$ cat src/rtl/ritc_align_pkg.sv
// Shared definitions for the RITC auto-alignment bus master.
// Register map, field positions, FSM states and bus word builders.
package ritc_align_pkg;

  localparam logic [3:0] DPTRAINING = 4'd2;
  localparam logic [3:0] DPIDELAY   = 4'd4;

  localparam int TRAIN_DISABLE = 31;
  localparam int BITSLIP       = 30;
  localparam int SEL_LSB       = 16;
  localparam int LOAD          = 31;

  localparam int NUM_CH   = 6;
  localparam int NUM_BIT  = 12;
  localparam int NUM_BITS = NUM_CH * NUM_BIT;

  typedef enum logic [3:0] {
    S_IDLE,
    S_SEL,
    S_SET_DLY,
    S_SETTLE,
    S_READ,
    S_EVAL,
    S_CENTER,
    S_SETTLE2,
    S_READ2,
    S_CHECK,
    S_NEXT,
    S_FINISH
  } state_e;

  // True when pat is any circular rotation of train.
  function automatic logic is_rotation(
    input logic [7:0] pat,
    input logic [7:0] train
  );
    logic       hit;
    logic [7:0] rot;
    hit = 1'b0;
    rot = train;
    for (int i = 0; i < 8; i++) begin
      if (pat == rot) hit = 1'b1;
      rot = {rot[6:0], rot[7]};
    end
    return hit;
  endfunction

  function automatic logic [31:0] train_word(
    input logic       dis,
    input logic       slip,
    input logic [6:0] sel
  );
    logic [31:0] w;
    w = '0;
    w[TRAIN_DISABLE] = dis;
    w[BITSLIP] = slip;
    w[SEL_LSB +: 7] = sel;
    return w;
  endfunction

  function automatic logic [31:0] idelay_word(
    input logic [6:0] sel,
    input logic [4:0] dly
  );
    logic [31:0] w;
    w = '0;
    w[LOAD] = 1'b1;
    w[SEL_LSB +: 7] = sel;
    w[4:0] = dly;
    return w;
  endfunction

endpackage

$ cat src/rtl/ritc_auto_align_ritc_eye_tracker.sv
// Longest-passing-run tracker over a 32-tap IDELAY sweep.
// Ties keep the earliest run; runs never wrap from tap 31 to 0.
module ritc_eye_tracker (
  input  logic       clk_i,
  input  logic       rst_i,
  input  logic       clr_i,
  input  logic       en_i,
  input  logic [4:0] tap_i,
  input  logic       pass_i,
  output logic [4:0] best_start_o,
  output logic [5:0] best_len_o
);

  logic [4:0] cur_start_q;
  logic [5:0] cur_len_q;
  logic [4:0] best_start_q;
  logic [5:0] best_len_q;
  logic [4:0] run_start_d;
  logic [5:0] run_len_d;

  // Extend the current run with this tap, or start one here.
  always_comb begin
    run_start_d = (cur_len_q == 6'd0) ? tap_i : cur_start_q;
    run_len_d   = cur_len_q + 6'd1;
  end

  // Update the current run and promote it when strictly longer.
  always_ff @(posedge clk_i or posedge rst_i) begin
    if (rst_i) begin
      cur_start_q  <= '0;
      cur_len_q    <= '0;
      best_start_q <= '0;
      best_len_q   <= '0;
    end else if (clr_i) begin
      cur_start_q  <= '0;
      cur_len_q    <= '0;
      best_start_q <= '0;
      best_len_q   <= '0;
    end else if (en_i) begin
      if (pass_i) begin
        cur_start_q <= run_start_d;
        cur_len_q   <= run_len_d;
        if (run_len_d > best_len_q) begin
          best_start_q <= run_start_d;
          best_len_q   <= run_len_d;
        end
      end else begin
        cur_len_q <= '0;
      end
    end
  end

  assign best_start_o = best_start_q;
  assign best_len_o   = best_len_q;

endmodule

$ cat src/rtl/ritc_auto_align.sv
// Trains all 72 RITC data bits: IDELAY eye sweep, centre load, bitslip.
// Optional eye-width log enabled by defining RITC_ALIGN_EYE_LOG_EN.
module ritc_auto_align
  import ritc_align_pkg::*;
#(
  parameter logic [7:0] TRAIN_PATTERN = 8'hA6,
  parameter int         SETTLE_CYCLES = 64,
  parameter int         MIN_EYE       = 4,
  parameter int         MAX_BITSLIP   = 8
) (
  input  logic        user_clk_i,
  input  logic        rst_i,
  input  logic        start_i,
  output logic        dp_sel_o,
  output logic        dp_wr_o,
  output logic [3:0]  dp_addr_o,
  output logic [31:0] dp_dat_o,
  input  logic [31:0] dp_dat_i,
  output logic        busy_o,
  output logic        done_o,
  output logic [6:0]  cur_bit_o,
  output logic [71:0] fail_map_o,
  input  logic [6:0]  eye_addr_i,
  output logic [5:0]  eye_width_o
);

  localparam logic [15:0] SETTLE_LAST = 16'(SETTLE_CYCLES);

  state_e      state_q;
  logic        dp_sel_q;
  logic        dp_wr_q;
  logic [3:0]  dp_addr_q;
  logic [31:0] dp_dat_q;
  logic        busy_q;
  logic        done_q;
  logic [2:0]  ch_q;
  logic [3:0]  bit_q;
  logic [6:0]  idx_q;
  logic [71:0] fail_q;
  logic [4:0]  tap_q;
  logic [15:0] cnt_q;
  logic [3:0]  slip_q;
  logic [7:0]  pat_q;

  logic [6:0]  sel;
  logic        pass_d;
  logic [4:0]  best_start;
  logic [5:0]  best_len;
  logic [4:0]  center_d;
  logic        unused_dat;

  assign sel        = {ch_q, bit_q};
  assign pass_d     = is_rotation(pat_q, TRAIN_PATTERN);
  assign center_d   = best_start + best_len[5:1];
  assign unused_dat = ^dp_dat_i[31:8];

  ritc_eye_tracker u_eye (
    .clk_i        (user_clk_i),
    .rst_i        (rst_i),
    .clr_i        (state_q == S_SEL),
    .en_i         (state_q == S_EVAL),
    .tap_i        (tap_q),
    .pass_i       (pass_d),
    .best_start_o (best_start),
    .best_len_o   (best_len)
  );

  // Alignment FSM; each bus access is issued here and shows next cycle.
  always_ff @(posedge user_clk_i or posedge rst_i) begin
    if (rst_i) begin
      state_q   <= S_IDLE;
      dp_sel_q  <= 1'b0;
      dp_wr_q   <= 1'b0;
      dp_addr_q <= '0;
      dp_dat_q  <= '0;
      busy_q    <= 1'b0;
      done_q    <= 1'b0;
      ch_q      <= '0;
      bit_q     <= '0;
      idx_q     <= '0;
      fail_q    <= '0;
      tap_q     <= '0;
      cnt_q     <= '0;
      slip_q    <= '0;
      pat_q     <= '0;
    end else begin
      dp_sel_q  <= 1'b0;
      dp_wr_q   <= 1'b0;
      dp_addr_q <= '0;
      dp_dat_q  <= '0;
      done_q    <= 1'b0;
      unique case (state_q)
        S_IDLE: begin
          if (start_i) begin
            fail_q  <= '0;
            busy_q  <= 1'b1;
            ch_q    <= '0;
            bit_q   <= '0;
            idx_q   <= '0;
            state_q <= S_SEL;
          end
        end
        S_SEL: begin
          dp_sel_q  <= 1'b1;
          dp_wr_q   <= 1'b1;
          dp_addr_q <= DPTRAINING;
          dp_dat_q  <= train_word(1'b0, 1'b0, sel);
          tap_q     <= '0;
          state_q   <= S_SET_DLY;
        end
        S_SET_DLY: begin
          // Leave an idle bus cycle after the select write.
          if (!dp_sel_q) begin
            dp_sel_q  <= 1'b1;
            dp_wr_q   <= 1'b1;
            dp_addr_q <= DPIDELAY;
            dp_dat_q  <= idelay_word(sel, tap_q);
            cnt_q     <= '0;
            state_q   <= S_SETTLE;
          end
        end
        S_SETTLE, S_SETTLE2: begin
          if (cnt_q == SETTLE_LAST) begin
            dp_sel_q  <= 1'b1;
            dp_addr_q <= DPTRAINING;
            state_q   <= (state_q == S_SETTLE) ? S_READ : S_READ2;
          end else begin
            cnt_q <= cnt_q + 16'd1;
          end
        end
        S_READ: begin
          pat_q   <= dp_dat_i[7:0];
          state_q <= S_EVAL;
        end
        S_EVAL: begin
          if (tap_q != 5'd31) begin
            tap_q   <= tap_q + 5'd1;
            state_q <= S_SET_DLY;
          end else begin
            state_q <= S_CENTER;
          end
        end
        S_CENTER: begin
          dp_sel_q  <= 1'b1;
          dp_wr_q   <= 1'b1;
          dp_addr_q <= DPIDELAY;
          if (best_len < 6'(MIN_EYE)) begin
            fail_q[idx_q] <= 1'b1;
            dp_dat_q      <= idelay_word(sel, 5'd0);
            state_q       <= S_NEXT;
          end else begin
            dp_dat_q <= idelay_word(sel, center_d);
            slip_q   <= '0;
            cnt_q    <= '0;
            state_q  <= S_SETTLE2;
          end
        end
        S_READ2: begin
          pat_q   <= dp_dat_i[7:0];
          state_q <= S_CHECK;
        end
        S_CHECK: begin
          if (pat_q == TRAIN_PATTERN) begin
            state_q <= S_NEXT;
          end else if (slip_q == 4'(MAX_BITSLIP)) begin
            fail_q[idx_q] <= 1'b1;
            state_q       <= S_NEXT;
          end else begin
            dp_sel_q  <= 1'b1;
            dp_wr_q   <= 1'b1;
            dp_addr_q <= DPTRAINING;
            dp_dat_q  <= train_word(1'b0, 1'b1, sel);
            slip_q    <= slip_q + 4'd1;
            cnt_q     <= '0;
            state_q   <= S_SETTLE2;
          end
        end
        S_NEXT: begin
          idx_q <= idx_q + 7'd1;
          if (bit_q == 4'(NUM_BIT - 1)) begin
            if (ch_q == 3'(NUM_CH - 1)) begin
              state_q <= S_FINISH;
            end else begin
              ch_q    <= ch_q + 3'd1;
              bit_q   <= '0;
              state_q <= S_SEL;
            end
          end else begin
            bit_q   <= bit_q + 4'd1;
            state_q <= S_SEL;
          end
        end
        S_FINISH: begin
          dp_sel_q  <= 1'b1;
          dp_wr_q   <= 1'b1;
          dp_addr_q <= DPTRAINING;
          dp_dat_q  <= train_word(1'b1, 1'b0, sel);
          done_q    <= 1'b1;
          busy_q    <= 1'b0;
          state_q   <= S_IDLE;
        end
        default: state_q <= S_IDLE;
      endcase
    end
  end

  assign dp_sel_o   = dp_sel_q;
  assign dp_wr_o    = dp_wr_q;
  assign dp_addr_o  = dp_addr_q;
  assign dp_dat_o   = dp_dat_q;
  assign busy_o     = busy_q;
  assign done_o     = done_q;
  assign cur_bit_o  = sel;
  assign fail_map_o = fail_q;

`ifdef RITC_ALIGN_EYE_LOG_EN
  logic [5:0] eye_q [NUM_BITS];
  logic [5:0] eye_rd_q;
  logic [6:0] ea_idx;
  logic       ea_ok;

  assign ea_idx = 7'(eye_addr_i[6:4]) * 7'd12 + 7'(eye_addr_i[3:0]);
  assign ea_ok  = (eye_addr_i[6:4] < 3'(NUM_CH)) &&
                  (eye_addr_i[3:0] < 4'(NUM_BIT));

  // Log best run length per bit and serve registered reads.
  always_ff @(posedge user_clk_i or posedge rst_i) begin
    if (rst_i) begin
      for (int i = 0; i < NUM_BITS; i++) eye_q[i] <= '0;
      eye_rd_q <= '0;
    end else begin
      if (state_q == S_IDLE && start_i) begin
        for (int i = 0; i < NUM_BITS; i++) eye_q[i] <= '0;
      end else if (state_q == S_CENTER) begin
        eye_q[idx_q] <= best_len;
      end
      eye_rd_q <= ea_ok ? eye_q[ea_idx] : 6'd0;
    end
  end

  assign eye_width_o = eye_rd_q;
`else
  logic unused_eye;
  assign unused_eye  = ^eye_addr_i;
  assign eye_width_o = '0;
`endif

endmodule

$ cat config.mk
export PLATFORM = sky130hd
export DESIGN_NAME = ritc_auto_align
export DESIGN_NICKNAME = d
export VERILOG_FILES = /design/src/rtl/ritc_align_pkg.sv /design/src/rtl/ritc_auto_align_ritc_eye_tracker.sv /design/src/rtl/ritc_auto_align.sv
export SDC_FILE = /design/constraint.sdc
export NUM_CORES = 1
export LEC_CHECK = 0
export CORE_ASPECT_RATIO = 1.5
export CORE_MARGIN = 1.5
export CORE_UTILIZATION = 51
export DETAILED_ROUTE_END_ITERATION = 10
export PLACE_DENSITY = 0.83
export SYNTH_ARGS = -nofsm -noshare
export SYNTH_HDL_FRONTEND = slang
export SYNTH_SLANG_ARGS = --single-unit
$ cat constraint.sdc
create_clock -name user_clk_i -period 8.1 [get_ports user_clk_i]
set_clock_uncertainty 0.2 [all_clocks]
set_input_delay 1.62 -clock user_clk_i [delete_from_list [all_inputs] [get_ports user_clk_i]]
set_output_delay 1.62 -clock user_clk_i [all_outputs]
set_load 0.02 [all_outputs]
After elaboration in Yosys (flattened, before gate mapping)
Cells that the tools add are included.
Cells by class
  add/subtract/negate cells: 8
  multipliers: 0
  div/mod/pow operators: 0
  magnitude comparators: 4
  equal/unequal tests: 37
  shift operators: 0
  multiplexer cells: 82
  bitwise logic cells: 1
  reductions and logical operators: 26
Operators by type and width (number)
  $mux 72: 4
  $pmux 72 s3: 1
  $pmux 32 s5: 1
  $mux 16: 5
  $or 72x72->72: 1
  $pmux 16 s4: 1
  $mux 31: 2
  $mux 4: 15
  $mux 5: 10
  $mux 6: 7
  $pmux 4 s10: 1
  $eq 8x8->1 const B: 4
  $mux 32: 1
  $eq 4x4->1 const B: 6
  $eq 8x7->1 const B: 3
  $ne 2x2->1 const B: 12
  $add 16x1->16 const B: 1
  $eq 16x7->1 const B: 1
  $eq 4x3->1 const B: 4
  $pmux 4 s2: 2
  $mux 1: 15
  $mux 3: 5
  $pmux 3 s5: 1
  $pmux 7 s2: 1
  37 further kinds: 54
Word-level totals
  register bits after elaboration: 185
  latch bits: 0
  memory bits (writable): 0
  memory bits (read-only): 0
  output and inout port bits: 125
  word-level logic and storage cells: 177
  memories: 0

Depth between registers and ports, before layout
Gate-level depths: netlist (run 1).
  depth after elaboration: 12
  gate-level depth with buffers: 10
  mapped depth without buffers: 10

By module
From an unflattened synthesis (run 1), not the netlist that was laid out.
Unflattened totals
  cells, all modules: 755
  area total of the unflattened synthesis: 8072.7 µm²
Modules (own cells, without submodules)
  ritc_auto_align: instances 1, cells each 619, area an instance 6751.5 µm², seq. area each 3578.4 µm²
  ritc_eye_tracker: instances 1, cells each 136, area an instance 1321.3 µm², seq. area each 550.5 µm²

Worst setup path before layout (run 1)
Ideal clock, no wire load.
  path kind: input -> register
  start point: in start_i
  end point: reg fail_q[52] (netlist: fail_map_o[52])
  library setup time: 0.121 ns
  data arrival time: 2.594 ns
  path slack: 5.185 ns
  stages: 6
  buffers on the path: 2
  cells stage by stage: nor4_1 > a211o_1 > buf_6 > nor4bb_1 > buf_2 > a22o_1
Between the ends
  cells in the longest elaborated chain, start to end: 2
RTL lines
  from (decl): RTL line ritc_auto_align.sv:13  | input logic start_i,
  $ne 2x2->1 (no source line)
  $reduce_and 5->1 (no source line)
  to (signal assigned): RTL line ritc_auto_align.sv:81  | fail_q <= '0;
  to (signal assigned): RTL line ritc_auto_align.sv:95  | fail_q <= '0;
  to (signal, indexed assignment): RTL line ritc_auto_align.sv:148  | fail_q[idx_q] <= 1'b1;
  to (decl): RTL line ritc_auto_align.sv:39  | logic [71:0] fail_q;
No other way between the ends.
A chain may end at the register's enable or synchronous reset.

Worst setup path after layout (run 1)
  start point: in start_i
  end point: reg fail_q[46] (netlist: fail_map_o[46])
The elaborated chain is that of the path after synthesis.

==> impl_metrics.toml, run 1 <==
[sta]
rsz0062_at_grt = "false"
max_freq_ghz = 0.243
hold_viol = 0
period_needed_ns = 4.12
maxSlewViolCount = 0
max_slew.worst_pin.slew_ns = 1.17
period_share_pct = 50.9
relSlewSlack_pct = 20.6
setup_violations = 0
tns_ns = 0

[clocking]
cts_made_buffers = 17
clockBufferDepth = 2
clock_sink_count = 165
clk_root_buffer_cell = "clkbuf_16"
post-cts-setup-buffers = 0
hold_buffers = 0
cts_tree = "built"
clkSlewWorstSetupHoldPaths_ns = 0.08
h-tree-depth = 4
clk_latency_ns = 0.43
cts_resized = 0

[global_route]
grt_pass1_vias = 5837
grt_overflow = 0
track_usage_pct = 22.7
antenna_found_initial = 0
grt_pass1_wl_mm = 29.7
grt_max_degree = 92

[critical_path]
path_cells = "clkdlybuf4s50_1, nand3_2, buf_4, nand3b_1, nor3b_1, a22o_1"
crit_slowest_cell = "nor3b_1"
crit_type = "in2reg"
critical_path.max_stage_delay_ns = 0.98
crit_arrival_ns = 4.29
start_kind = "input pin"
required_ns = 8.27
endpoint_kind = "register"
crit_fanout = 75

[synthesis]
synth-seq-area-share_pct = 52.2
synth_cells = 713
synthesis.area_um2 = 7920
synth_largest_area_cell = "dfrtp_1"
yosysMostFrequentCell = "dfrtp_1"
synthTopCellsByArea = "dfrtp_1 52%, a22o_1 9.0%, o21ai_0 3.6%"
netlist.area_leader.share_pct = 52.2
ys_seq_elements = 165
synth_commonest_cells = "165 x dfrtp_1, 81 x a22o_1, 57 x o21ai_0"
ys_warn_count = 0
yosysUniqueCellTypes = 63
syn_avg_cell_area_um2 = 11.1
synth-edff-count = 0
synthArstFlopShare_pct = 100
synth_flop_cell = "dfrtp_1"

[routing]
drt_iter0_drc = 310
drt_wl_total_mm = 17.8
route.detailed.drc = 0
routed_via_density = 5.79
routedWlPerCell_um = 17.4
antenna_left = 0
first_pass_iters = 5
num_vias = 5927

[finish]
n_fill_cell = 1220
postLayoutCellArea_um2 = 9630
finalNetCount = 877
areaGrowthSynthToFinish_pct = 21.7
multi_input_area_um2 = 3480
final_layout_size_suffix_gt1_share_pct = 8.61
register_area_um2 = 4130
diodes = 0

[floorplanning]
row_count = 55
fp.dieH_um = 156
chipWidth_um = 105
core_area_um2 = 15100
fp.dieArea_um2 = 16300
io_pins = 167
start_util_pct = 52.3

[pwr]
share_comb_of_total_power_pct = 3.4
p_leak_nw = 4.32
net-switching-power_uw = 427
swShare_pct = 25.3
irDropWorstVdd_mv = 0.123
p_per_area_nw_per_um2 = 175
pwr-share-clk_pct = 47.1
p_seq_share_pct = 49.5
p_int_mw = 1.26

[worst_hold_path]
worstHoldPathType = "reg2reg"

[flow_run]
drv_cap = 0

[placement]
gp_congestion = 0.815
dp_hpwl_mm = 12.2
io_buffers = 109
dpl_cell_area_um2 = 9050

[status]
status = "completed"
## power by group through the flow
stage	registers, mW	clock network (mW)	logic (mW)
global placement	0.851	0	0.0569
detailed placement	0.852	0	0.0580
finish	0.836	0.796	0.0566
global route	0.836	0.844	0.0625
CTS	0.836	0.803	0.0580
floorplan	0.855	0	0.0424
## cell type report
class                      count  share of cell area, %
multi-input combinational    496                   36.1
clock buffer                  17                   4.42
clock inverter                15                   1.61
tap                          199                   2.59
sequential                   165                   42.9
timing repair buffer         111                   11.5
inverter                      21                  0.871
## metrics by stage
stage               total power, mW  std cells  utilization, %  hold slack (ns)  setup WS, ns
floorplan                     0.898        738               -            0.252          1.82
global placement              0.908        992            59.8            0.272          3.67
detailed placement            0.910        992            59.8            0.284          3.61
CTS                            1.70       1024            63.6            0.304          4.05
global route                   1.74       1024            63.6            0.322          3.91
finish                         1.69       1024            63.6            0.300          3.98
## critical path, delay by kind of cell
kind / cells / cell delay [ns]
AO/OA/AOI/OAI: 1 / 0.25
AND/OR/NAND/NOR: 3 / 1.34
buffers and inverters: 2 / 1.06
## path summary, 6_finish.rpt
check | start | cells past startpoint | end | slack [ns]
hold reg to reg | u_eye.cur_start_q[2] | 1 | u_eye.cur_start_q[2] | 0.30
min in group asynchronous | rst_i | 2 | fail_map_o[59] | 1.51
setup / recovery | start_i | 6 | fail_map_o[46] | 3.98
setup reg to reg | state_q[2] | 6 | fail_map_o[46] | 4.40
hold / removal | u_eye.cur_start_q[2] | 1 | u_eye.cur_start_q[2] | 0.30
max in group asynchronous | rst_i | 3 | u_eye.best_start_o[3] | 4.70
## per-layer routing
metal | vias up | GRT usage [%] | share of wire, %
met1 | 2972 | 27.4 | 40
met5 | - | 0 | 0
li1 | 2767 | - | -
met4 | 0 | 8.09 | 2.2
met2 | 159 | 40.5 | 54
met3 | 29 | 4.47 | 3.8
## flip-flops by register name (all words and copies together) (netlist names)
| name | flops |
|---|---|
| u_eye.best_len_o | 6 |
| busy_o | 1 |
| u_eye.cur_start_q | 5 |
| slip_q | 4 |
| state_q | 4 |
| bit_q | 4 |
| dp_addr_o | 2 |
| u_eye.cur_len_q | 6 |
| dp_sel_o | 1 |
| dp_wr_o | 1 |
| idx_q | 7 |
| dp_dat_o | 14 |
| pat_q | 8 |
| fail_map_o | 72 |
| cnt_q | 16 |
| ch_q | 3 |
| tap_q | 5 |
| done_o | 1 |
| u_eye.best_start_o | 5 |
## cells in the final DEF, fill, tap and decap left out, types with 3 or more instances in the layout
cell               n
dfrtp_1          165
clkdlybuf4s50_1  109
a22o_1            81
o21ai_0           57
nor2_1            54
nand2_1           51
conb_1            26
ha_1              22
inv_1             20
clkbuf_16         17
a21oi_1           16
mux2_2            16
nand4_1           13
nand3_1           11
nor4bb_1          10
mux2i_1           10
and2_1            10
xor2_1             8
a31oi_1            8
nand2b_1           7
nor3_1             7
xnor2_1            7
a32o_1             7
o21ai_1            6
and3_1             6
nor3b_1            5
nor4_4             5
inv_6              5
inv_8              5
nand3b_1           4
nor4_1             4
or3_1              3
nor4b_4            3
clkinvlp_4         3
## logic make-up (layout without fill, tap and decap cells)
family | Yosys count | after routing | share of synthesized area (%)
other | 1 | 26 | 0.0474
multiplexers | 26 | 26 | 3.54
XOR/XNOR | 15 | 15 | 1.66
buffers and inverters | 77 | 164 | 5.18
adder cells (fa/ha/maj) | 23 | 23 | 3.73
AND/OR/NAND/NOR | 215 | 215 | 16.5
AO/OA/AOI/OAI | 191 | 191 | 17.2
flip-flops | 165 | 165 | 52.2
Note: power is estimated with default switching activity, not from simulation.
==> run 2: changes to the inputs <==
==> constraint.sdc (replaced) <==
create_clock -name user_clk_i -period 4.14 [get_ports user_clk_i]
set_clock_uncertainty 0.2 [all_clocks]
set_input_delay 0.828 -clock user_clk_i [delete_from_list [all_inputs] [get_ports user_clk_i]]
set_output_delay 0.828 -clock user_clk_i [all_outputs]
set_load 0.02 [all_outputs]
==> run 2 against run 1 <==
Combinational power up 100%. Routed wire length down 4.1%. Sequential cell count unchanged. Sequential power up 96%. Setup slack worse by 2.9 ns. Final area up 0.90%. Register-to-register slack worse by 3.3 ns. First-iteration DRC count down 19%. Hold slack worse by 0.0013 ns. Clock power up 92%. Critical path type is now reg2reg. Largest power group unchanged.
==> impl_metrics.toml, run 2 (synthesized netlist as in run 1, its figures left out) <==
[routing]
routedWlPerCell_um = 16.5
drt_iter0_drc = 252
first_pass_iters = 5
drt_wl_total_mm = 17.0
route.detailed.drc = 0
num_vias = 5814
antenna_left = 0
routed_via_density = 5.64

[critical_path]
crit_arrival_ns = 3.25
start_kind = "register"
crit_type = "reg2reg"
required_ns = 4.30
critical_path.max_stage_delay_ns = 0.87
startpoint = "state_q[2]"
r2r-start = "state_q[2]"
crit_slowest_cell = "dfrtp_1"
cp_num_buf_inv = 0
endpoint_kind = "register"
path_cells = "nor2_1, and3_1, or3_1, nor2_1, a22o_1"
cp_top_family = "simple AND/OR/NAND/NOR gates"
cp_common_cell = "nor2_1"
crit_fanout = 25

[sta]
period_share_pct = 74.6
relSlewSlack_pct = 46.3
tns_ns = 0
hold_viol = 0
period_needed_ns = 3.09
rsz0062_at_grt = "false"
setup_violations = 0
max_slew.worst_pin.slew_ns = 0.805
max_freq_ghz = 0.324
maxSlewViolCount = 0

[placement]
io_buffers = 109
dp_hpwl_mm = 12.1
gp_congestion = 0.798

[global_route]
antenna_found_initial = 0
grt_pass1_vias = 5768
grt_overflow = 0
track_usage_pct = 22.1
grt_max_degree = 75
grt_pass1_wl_mm = 28.8

[floorplanning]
core_area_um2 = 15100
chipWidth_um = 105
io_pins = 167
start_util_pct = 52.3
fp.dieArea_um2 = 16300
fp.dieH_um = 156
row_count = 55

[pwr]
p_per_area_nw_per_um2 = 338
p_total_mw = 3.28
irDropWorstVdd_mv = 0.250
p_leak_nw = 4.37

[clocking]
clk_root_buffer_cell = "clkbuf_16"
hold_buffers = 0
clk_latency_ns = 0.42
clkSlewWorstSetupHoldPaths_ns = 0.07
cts_tree = "built"
cts_made_buffers = 17
clock_sink_count = 165
clockBufferDepth = 2
post-cts-setup-buffers = 0
cts_resized = 0
h-tree-depth = 4

[finish]
largest_reg_flops = 72
n_fill_cell = 1169
final_util_pct = 64.2
final_layout_size_suffix_gt1_share_pct = 9.38
areaGrowthSynthToFinish_pct = 22.7
final_cell_mix = "165 x dfrtp_1, 109 x clkdlybuf4s50_1, 81 x a22o_1"
final_common_cell = "dfrtp_1"
finalNetCount = 884
diodes = 0

[flow_run]
drv_cap = 0

[worst_hold_path]
min_from = "u_eye.cur_start_q[3]"
worstHoldPathType = "reg2reg"

[status]
status = "completed"
run 2: final cells by class:
class | instances | area (µm²) | area share (%)
Clock inverter | 15 | 165 | 1.70
Multi-Input combinational cell | 496 | 3480 | 35.8
Timing Repair Buffer | 118 | 1180 | 12.2
Inverter | 21 | 82.6 | 0.850
Tap cell | 199 | 249 | 2.56
Clock buffer | 17 | 425 | 4.38
Sequential cell | 165 | 4130 | 42.5
run 2: where the power goes:
group / total [mW] / internal, mW / switching, mW
Sequential: 1.64 / 1.62 / 0.0119
Clock: 1.53 / 0.805 / 0.728
Combinational: 0.115 / 0.0420 / 0.0731
run 2: metrics by stage:
step                hold WS (ns)  std cells  area (µm²)  worst slack (ns)
finish                     0.299       1031        9720              1.05
floorplan                  0.252        738        8010              1.01
detailed placement         0.280        999        9130             0.883
CTS                        0.298       1031        9720              1.09
global placement           0.275        999        9130             0.910
global route               0.326       1031        9720             0.886
run 2: path summary, 6_finish.rpt:
| kind | endpoint | slack, ns | cells past startpoint |
|---|---|---|---|
| min reg2reg | u_eye.cur_start_q[3] | 0.30 | 1 |
| max reg2reg | fail_map_o[29] | 1.05 | 5 |
| max in group asynchronous | cnt_q[0] | 2.32 | 3 |
| min | u_eye.cur_start_q[3] | 0.30 | 1 |
| min in group asynchronous | dp_dat_o[4] | 0.65 | 2 |
| max | fail_map_o[29] | 1.05 | 5 |
run 2: worst reg2reg max path: stages, from the launching register on:
cell     delay (ns)
dfrtp_1        0.87
nor2_1         0.31
and3_1         0.45
or3_1          0.48
nor2_1         0.50
a22o_1         0.22
run 2: metal layers:
metal,vias up,global-route usage (%),wire length [µm]
met5,-,0,0
met4,0,7.05,262
met3,21,4.59,653
met2,165,39.1,9080
met1,2844,27.0,7040
li1,2784,-,-
==> run 3: changes to the inputs <==
==> constraint.sdc (replaced) <==
create_clock -name user_clk_i -period 3.2 [get_ports user_clk_i]
set_clock_uncertainty 0.2 [all_clocks]
set_input_delay 0.64 -clock user_clk_i [delete_from_list [all_inputs] [get_ports user_clk_i]]
set_output_delay 0.64 -clock user_clk_i [all_outputs]
set_load 0.02 [all_outputs]
==> run 3 against run 2 <==
Critical path depth increased by 6. Combinational power increased by 31%. Via count increased by 3.6%. Critical endpoint is now u_eye.best_len_o[0]. Largest cell class unchanged.
==> impl_metrics.toml, run 3 (synthesized netlist as in run 1, its figures left out) <==
[finish]
largest_reg_flops = 72
final_common_cell = "dfrtp_1"
areaGrowthSynthToFinish_pct = 24.2
finalNetCount = 895
final_util_pct = 64.9
final_cell_mix = "165 x dfrtp_1, 109 x clkdlybuf4s50_1, 81 x a22o_1"
final_layout_size_suffix_gt1_share_pct = 10.6
postLayoutCellArea_um2 = 9830
diodes = 0

[sta]
period_needed_ns = 2.98
max_freq_ghz = 0.336
rsz0062_at_grt = "false"
maxSlewViolCount = 0
period_share_pct = 93.1
max_slew.worst_pin.slew_ns = 1.12
worst_slack_ns = 0.222
setup_violations = 0
hold_viol = 0
tns_ns = 0
relSlewSlack_pct = 25.5

[clocking]
clock_sink_count = 165
clockBufferDepth = 2
cts_resized = 0
cts_tree = "built"
clk_latency_ns = 0.42
cts_made_buffers = 17
clk_root_buffer_cell = "clkbuf_16"
clkSlewWorstSetupHoldPaths_ns = 0.07
h-tree-depth = 4

[routing]
routed_via_density = 5.78
antenna_left = 0
first_pass_iters = 5
drt_wl_total_mm = 17.8
drt_iter0_drc = 371
routedWlPerCell_um = 17.1
route.detailed.drc = 0
num_vias = 6024

[floorplanning]
chipWidth_um = 105
core_area_um2 = 15100
fp.dieArea_um2 = 16300
fp.dieH_um = 156
io_pins = 167
row_count = 55
start_util_pct = 52.3

[flow_run]
drv_cap = 0

[pwr]
p_per_area_nw_per_um2 = 440
p_total_mw = 4.33
irDropWorstVdd_mv = 0.332
p_leak_nw = 4.44

[critical_path]
crit_type = "reg2reg"
crit_arrival_ns = 3.08
crit_fanout = 8
start_kind = "register"
required_ns = 3.30
endpoint_kind = "register"
ff2ff_path_depth = 11

[placement]
dp_hpwl_mm = 12.6
dpl_cell_area_um2 = 9210
io_buffers = 109
post-place-ws_ns = 0.184
gp_congestion = 0.872

[global_route]
antenna_found_initial = 0
grt_overflow = 0
grt_pass1_wl_mm = 29.3
grt_max_degree = 75
track_usage_pct = 22.6
grt_pass1_vias = 5870

[status]
status = "completed"

[worst_hold_path]
worstHoldPathType = "in2async"
==> run 3: cell count changes in the layout (fill, tap and decap cells not counted), sizes merged <==
cell and change:
buf +11, clkinv -4, inv +3, bufinv +1
==> run 3: layer usage <==
metal / track usage, % / vias to the layer above / part of all wire [%]
li1: - / 2800 / -
met2: 40.4 / 212 / 53
met1: 26.2 / 2962 / 39
met4: 11.7 / 0 / 4.2
met5: 0 / - / 0
met3: 3.34 / 50 / 4.3
==> run 3: report_power, final <==
part / internal [mW] / switching (mW)
sequential: 2.10 / 0.0152
clock: 1.12 / 0.937
combinational: 0.0561 / 0.0946
total: 3.28 / 1.05
==> run 3: worst paths after layout <==
| check | from | slack [ns] | endpoint |
|---|---|---|---|
| min in group user_clk_i | u_eye.cur_start_q[1] | 0.29 | u_eye.cur_start_q[1] |
| max reg2reg | u_eye.cur_len_q[0] | 0.22 | u_eye.best_len_o[0] |
| min | rst_i | 0.27 | fail_map_o[48] |
| max | u_eye.cur_len_q[0] | 0.22 | u_eye.best_len_o[0] |
| max in group asynchronous | rst_i | 2.01 | fail_map_o[58] |
| min reg2reg | u_eye.cur_start_q[1] | 0.29 | u_eye.cur_start_q[1] |
==> run 3: layout make-up <==
cell class,count,area (µm²)
Multi-Input combinational cell,496,3480
Clock inverter,15,184
Clock buffer,17,425
Timing Repair Buffer,129,1280
Sequential cell,165,4130
Fill cell,1160,5310
Tap cell,199,249
Inverter,21,82.6
==> run 3: critical path: stages (launching register included) <==
cell and delay [ns]:
dfrtp_1 0.47, nand3_1 0.16, or2_2 0.33, xnor2_1 0.18, ha_1 0.29, a21oi_1 0.14
o21ai_0 0.11, o2bb2ai_1 0.21, o21ai_0 0.14, nand4_2 0.11, buf_4 0.19, mux2_2 0.35
==> run 3: repair_timing <==
| item | 4_1_cts | 5_1_grt |
|---|---|---|
| setup endpoints to repair | 0 | 7 |
| hold buffers | 0 | 0 |
| buffers inserted | 0 | 1 |
==> run 3: per-stage QoR <==
step / hold WS, ns / instances
after floorplan: 0.252 / 738
after global placement: 0.274 / 1009
after detailed placement: 0.281 / 1009
after CTS: 0.266 / 1041
after global routing: 0.276 / 1042
final: 0.270 / 1042
==> edit 1 (settings of run 1) <==
The 12 states of `state_e` get a Gray code encoding in 4 bits.
--- a/src/rtl/ritc_align_pkg.sv
+++ b/src/rtl/ritc_align_pkg.sv
@@ -16,16 +16,16 @@
 
   typedef enum logic [3:0] {
-    S_IDLE,
-    S_SEL,
-    S_SET_DLY,
-    S_SETTLE,
-    S_READ,
-    S_EVAL,
-    S_CENTER,
-    S_SETTLE2,
-    S_READ2,
-    S_CHECK,
-    S_NEXT,
-    S_FINISH
+    S_IDLE    = 4'b0000,
+    S_SEL     = 4'b0001,
+    S_SET_DLY = 4'b0011,
+    S_SETTLE  = 4'b0010,
+    S_READ    = 4'b0110,
+    S_EVAL    = 4'b0111,
+    S_CENTER  = 4'b0101,
+    S_SETTLE2 = 4'b0100,
+    S_READ2   = 4'b1100,
+    S_CHECK   = 4'b1101,
+    S_NEXT    = 4'b1111,
+    S_FINISH  = 4'b1110
   } state_e;
 
Behaviour: same outputs for any inputs over 10 cycles, from zero or initial values and one cycle with rst_i high; not proved beyond that.
==> edit 1 against run 1 <==
Register-to-register slack improved by 0.66 ns; sequential cell count unchanged; routed wire length about the same; power decreased by 0.42%; largest cell class unchanged; setup slack improved by 0.47 ns; design area increased by 0.74%; sequential share of layout area decreased by 0.32 points; area after synthesis increased by 0.57%.
==> edit 1: results (changes against run 1) <==
Outcome
  • Outcome: complete, no violations

Global route
  • Grt met2 use: 40.5% (about the same)
  • Global-route wire length before repair: 29,600 um (-0.21%)
  • Pin count of the biggest net entering global routing: 106 (+15%)
  • Met1 usage in global routing: 26.4% (-0.99 points)
  • Vias in the first global route: 6,054 (+3.7%)
  • Met3 usage: 3.88% (-0.58 points)

Place
  • Pre-CTS setup slack: 4.07 ns (+0.463 ns)
  • DPL Wire Length: 12,400 um (+2.2%)
  • Gp weighted congestion: 0.841 (+3.1%)
  • DP Area: 9110 um2 (+0.66%)

STA
  • Fin crit period: 3.65 ns (-0.468 ns)
  • Final hold slack: 0.278 ns (-0.0220 ns)

Min path
  • Hold worst-path end: fail_map_o[66]
  • Hold Path Depth: 2 (+1)
  • Worst Hold Launch: fail_map_o[66]

Synth
  • Gate count after technology mapping: 809 (+13%)
  • Commonest cells in the synthesized netlist: dfrtp_1 (165), nand2_1 (143), o21ai_0 (107), nor2_1 (39)
  • Sequential share of the synthesized area: 51.9% (-0.30 points)
  • Yosys top cell area share: 51.9% (-0.30 points)

Detailed routing
  • Metal-1 WL: 6970 um (-2.6%)
  • Via count: 6,308 (+6.4%)
  • Met2 routed WL: 9660 um (+1.3%)
  • Routed length per instance: 15.9 um (-8.5%)
  • Number of DRC markers in iteration 0: 523 (+69%)

Layout
  • Fill count: 1,218 (-0.16%)
  • Share of layout cells above drive strength 1: 7.27% (-1.3 points)
  • Final #Nets: 973 (+11%)

Setup path
  • Reg-to-reg critical path startpoint: u_eye.cur_len_q[2]
  • Reg2reg end: u_eye.best_start_o[2]
  • Worst R2R Path Depth: 9 (+3)
  • Worst-path maximum fanout: 8 (-89%)
  • CP Data Arrival Time: 3.77 ns (-0.52 ns)
  • Setup crit end: fail_map_o[33]
  • Flop2flop setup slack: 5.06 ns (+0.66 ns)

Power
  • Overall power: 1.68 mW (-0.42%)
  • VDD IR max: 0.000139 V (+13%)
  • Psw: 0.383 mW (-10%)
  • Pleak: 4.39 nW (+1.5%)
  • Clk pwr: 0.817 mW (+2.6%)

Floorplanning
  • Placeable Area: 15,200 um2 (+0.45%)
==> edit 1: kinds of logic (layout without fill, tap and decap cells) <==
logic type | Yosys count | after routing | synth area share [%]
compound gates | 183 | 183 | 13.8
other cells | 1 | 26 | 0.0471
flops | 165 | 165 | 51.9
buf+inv | 82 | 169 | 5.30
simple gates | 307 | 307 | 19.3
fa+ha+maj | 23 | 23 | 3.71
mux | 31 | 31 | 4.10
xor+xnor | 17 | 17 | 1.87
==> edit 1: critical path: stages <==
cell and delay [ns]:
clkdlybuf4s50_1 0.52, nand2b_1 0.11, nand2b_1 0.23, a221oi_2 0.57, nand2_1 0.40, o21ai_0 0.32
==> edit 1: area by class of cell <==
cell class	instances	area share (%)
sequential	165	42.6
multi-input combinational	587	36.2
timing repair buffer	114	11.6
clock buffer	18	4.42
tap	199	2.57
clock inverter	14	1.68
inverter	23	0.942
==> edit 2 (settings of run 1) <==
Made on the original files. Set the parameter `MAX_BITSLIP` to 6 (it was 8).
--- a/src/rtl/ritc_auto_align.sv
+++ b/src/rtl/ritc_auto_align.sv
@@ -7,5 +7,5 @@
   parameter int         SETTLE_CYCLES = 64,
   parameter int         MIN_EYE       = 4,
-  parameter int         MAX_BITSLIP   = 8
+  parameter int         MAX_BITSLIP   = 6
 ) (
   input  logic        user_clk_i,
Behaviour: same outputs for any inputs over 10 cycles, from zero or initial values and one cycle with rst_i high; that may be too few to reach the edited logic, so the function may still have changed.
==> edit 2 against run 1 <==
Area after synthesis is 3.5% higher; die area is 3.4% higher; setup slack worse by 0.052 ns; design area is 2.4% higher; clock power is 1% higher; via count is 12% higher; routed wire length is 8.1% higher; sequential cell count stayed put; global-route usage is 0.82 points higher; power is 0.83% lower; core utilization is 0.76 points lower; largest cell class unchanged.
==> edit 2: results (changes against run 1) <==
Outcome
  • Outcome: complete, no violations

Setup path
  • CP Data Arrival Time: 4.33 ns (+0.04 ns)
  • Worst R2R Path Depth: 5 (-1)
  • Slowest-stage cell, CP: a22oi_4
  • Max incr delay on CP: 1.01 ns (+0.03 ns)
  • Cell count along the critical path: 6 (unchanged)
  • Flop2flop setup slack: 4.95 ns (+0.55 ns)
  • Worst-path maximum fanout: 45 (-40%)
  • CP delay by family, top: compound AO/OA/AOI/OAI gates

Detailed routing
  • Pre-antenna DRT Iters: 5 (unchanged)
  • Via density per instance: 5.80 (+0.25%)
  • Routed length per instance: 16.8 um (-3.4%)
  • Number of DRC markers in iteration 0: 403 (+30%)

Layout
  • Share of layout cells above drive strength 1: 7.00% (-1.6 points)
  • Max reg flops: 72 (unchanged)
  • Final #Nets: 996 (+14%)
  • # diodes: 0 (unchanged)

Synth
  • Ys Warns: 0 (unchanged)
  • Area contributors post-synth: dfrtp_1 (50%), nor2_1 (6.0%), o21ai_0 (3.5%)
  • Sequential share of the synthesized area: 50.4% (-1.7 points)
  • Post-synthesis cell type count: 57 (-9.5%)
  • Most used DFF post-synth: dfrtp_1
  • Commonest cells in the synthesized netlist: dfrtp_1 (165), nor2_1 (130), o21ai_0 (57), nand2_1 (55), a31oi_1 (44)
  • Synth async-reset ratio: 100% (unchanged)

Place
  • PortBufs: 109 (unchanged)
  • Pre-CTS setup slack: 3.51 ns (-0.0976 ns)
  • Gp weighted congestion: 0.912 (+12%)
  • DPL Wire Length: 12,700 um (+4.6%)

Clock tree
  • Hold_buf cts: 0 (unchanged)
  • TritonCTS buffer count: 17 (unchanged)
  • Post-CTS Resized: 0 (unchanged)
  • Worst skew pair latency: 0.43 ns (about the same)
  • Root Buffer: clkbuf_16
  • Max clock buf depth: 2 (unchanged)
  • Setup Fix Bufs, Post-CTS: 0 (unchanged)
  • H-tree levels: 4 (unchanged)
  • Clock transition at the registers of the reported paths: ~0.07 ns

Min path
  • Hold crit path type: register to register
  • Hold Path Depth: 2 (+1)

Global route
  • Pin count of the biggest net entering global routing: 115 (+25%)
  • Global-route wire length before repair: 31,400 um (+5.9%)
  • Total GRT Usage: 23.5% (+0.82 points)
  • Vias in the first global route: 6,391 (+9.5%)
  • Initial antenna violation count: 0 (unchanged)

STA
  • Final worst path period share: 51.5% (+0.65 points)
  • Slew @ Worst Pin: 1.33 ns (+0.153 ns)

Power
  • VDD IR max: 0.000173 V (+40%)
  • Pleak: 4.37 nW (+0.95%)
## edit 2: cell count changes after synthesis, sizes merged, moves of 7 or more
cell,before,now
a32o,7,0
nor2b,2,12
nand3,12,20
a21oi,16,41
a31oi,8,44
clkbuf,17,33
nor2,56,130
a22o,81,8
a41oi,0,18
inv,21,31
## edit 2: final timing paths
| kind | start | endpoint |
|---|---|---|
| max reg2reg | u_eye.best_len_o[2] | fail_map_o[25] |
| max | start_i | fail_map_o[25] |
| min in group asynchronous | rst_i | fail_map_o[32] |
| max in group asynchronous | rst_i | ch_q[0] |
| min | fail_map_o[2] | fail_map_o[2] |
| min reg2reg | fail_map_o[2] | fail_map_o[2] |
## edit 2: area by class of cell
type                       instances  area (um2)
clock buffer                      18         439
clock inverter                    13         149
fill                            1287        5830
inverter                          31         121
multi-input combinational        600        3630
sequential                       165        4130
tap                              203         254
timing repair buffer             116        1140
## edit 2: cell families after synthesis
kind of cell             count (synthesis)  synth area share [%]
AND/OR/NAND/NOR                        308                  18.6
flip-flops                             165                  50.4
XOR/XNOR                                16                  1.71
adder cells (fa/ha/maj)                 23                  3.61
buffers and inverters                  107                  6.52
AO/OA/AOI/OAI                          205                  16.2
multiplexers                            22                  2.90
other                                    1                0.0458
## edit 2: worst min-delay path: cells and delay by family (launching register included)
kind / cells / cell delay (ns)
compound gates: 1 / 0.04
flops: 1 / 0.34
simple gates: 1 / 0.07
## edit 2: where the power goes
group | switching [mW] | leakage (nW) | internal [mW] | total [mW]
Combinational | 0.0288 | 1.89 | 0.00858 | 0.0374
Sequential | 0.00343 | 2.19 | 0.826 | 0.829
Clock | 0.342 | 0.285 | 0.465 | 0.807
## edit 2: routing by layer
metal / vias to the layer above / track usage, % / part of all wire, %
li1: 3122 / - / -
met1: 3297 / 27.0 / 39
met2: 198 / 42.2 / 53
met3: 33 / 5.93 / 5.8
met4: 0 / 8.83 / 1.9
met5: - / 0 / 0
## edit 2: metrics by stage
| step | instances | util [%] | hold WS, ns | power (mW) | cell area (um2) |
|---|---|---|---|---|---|
| global route | 1146 | 62.8 | 0.306 | 1.72 | 9860 |
| floorplan | 872 | - | 0.272 | 0.881 | 8280 |
| finish | 1146 | 62.8 | 0.294 | 1.67 | 9860 |
| detailed placement | 1115 | 59.1 | 0.282 | 0.883 | 9280 |
| CTS | 1146 | 62.8 | 0.297 | 1.69 | 9860 |
| global placement | 1115 | 59.1 | 0.274 | 0.883 | 9280 |
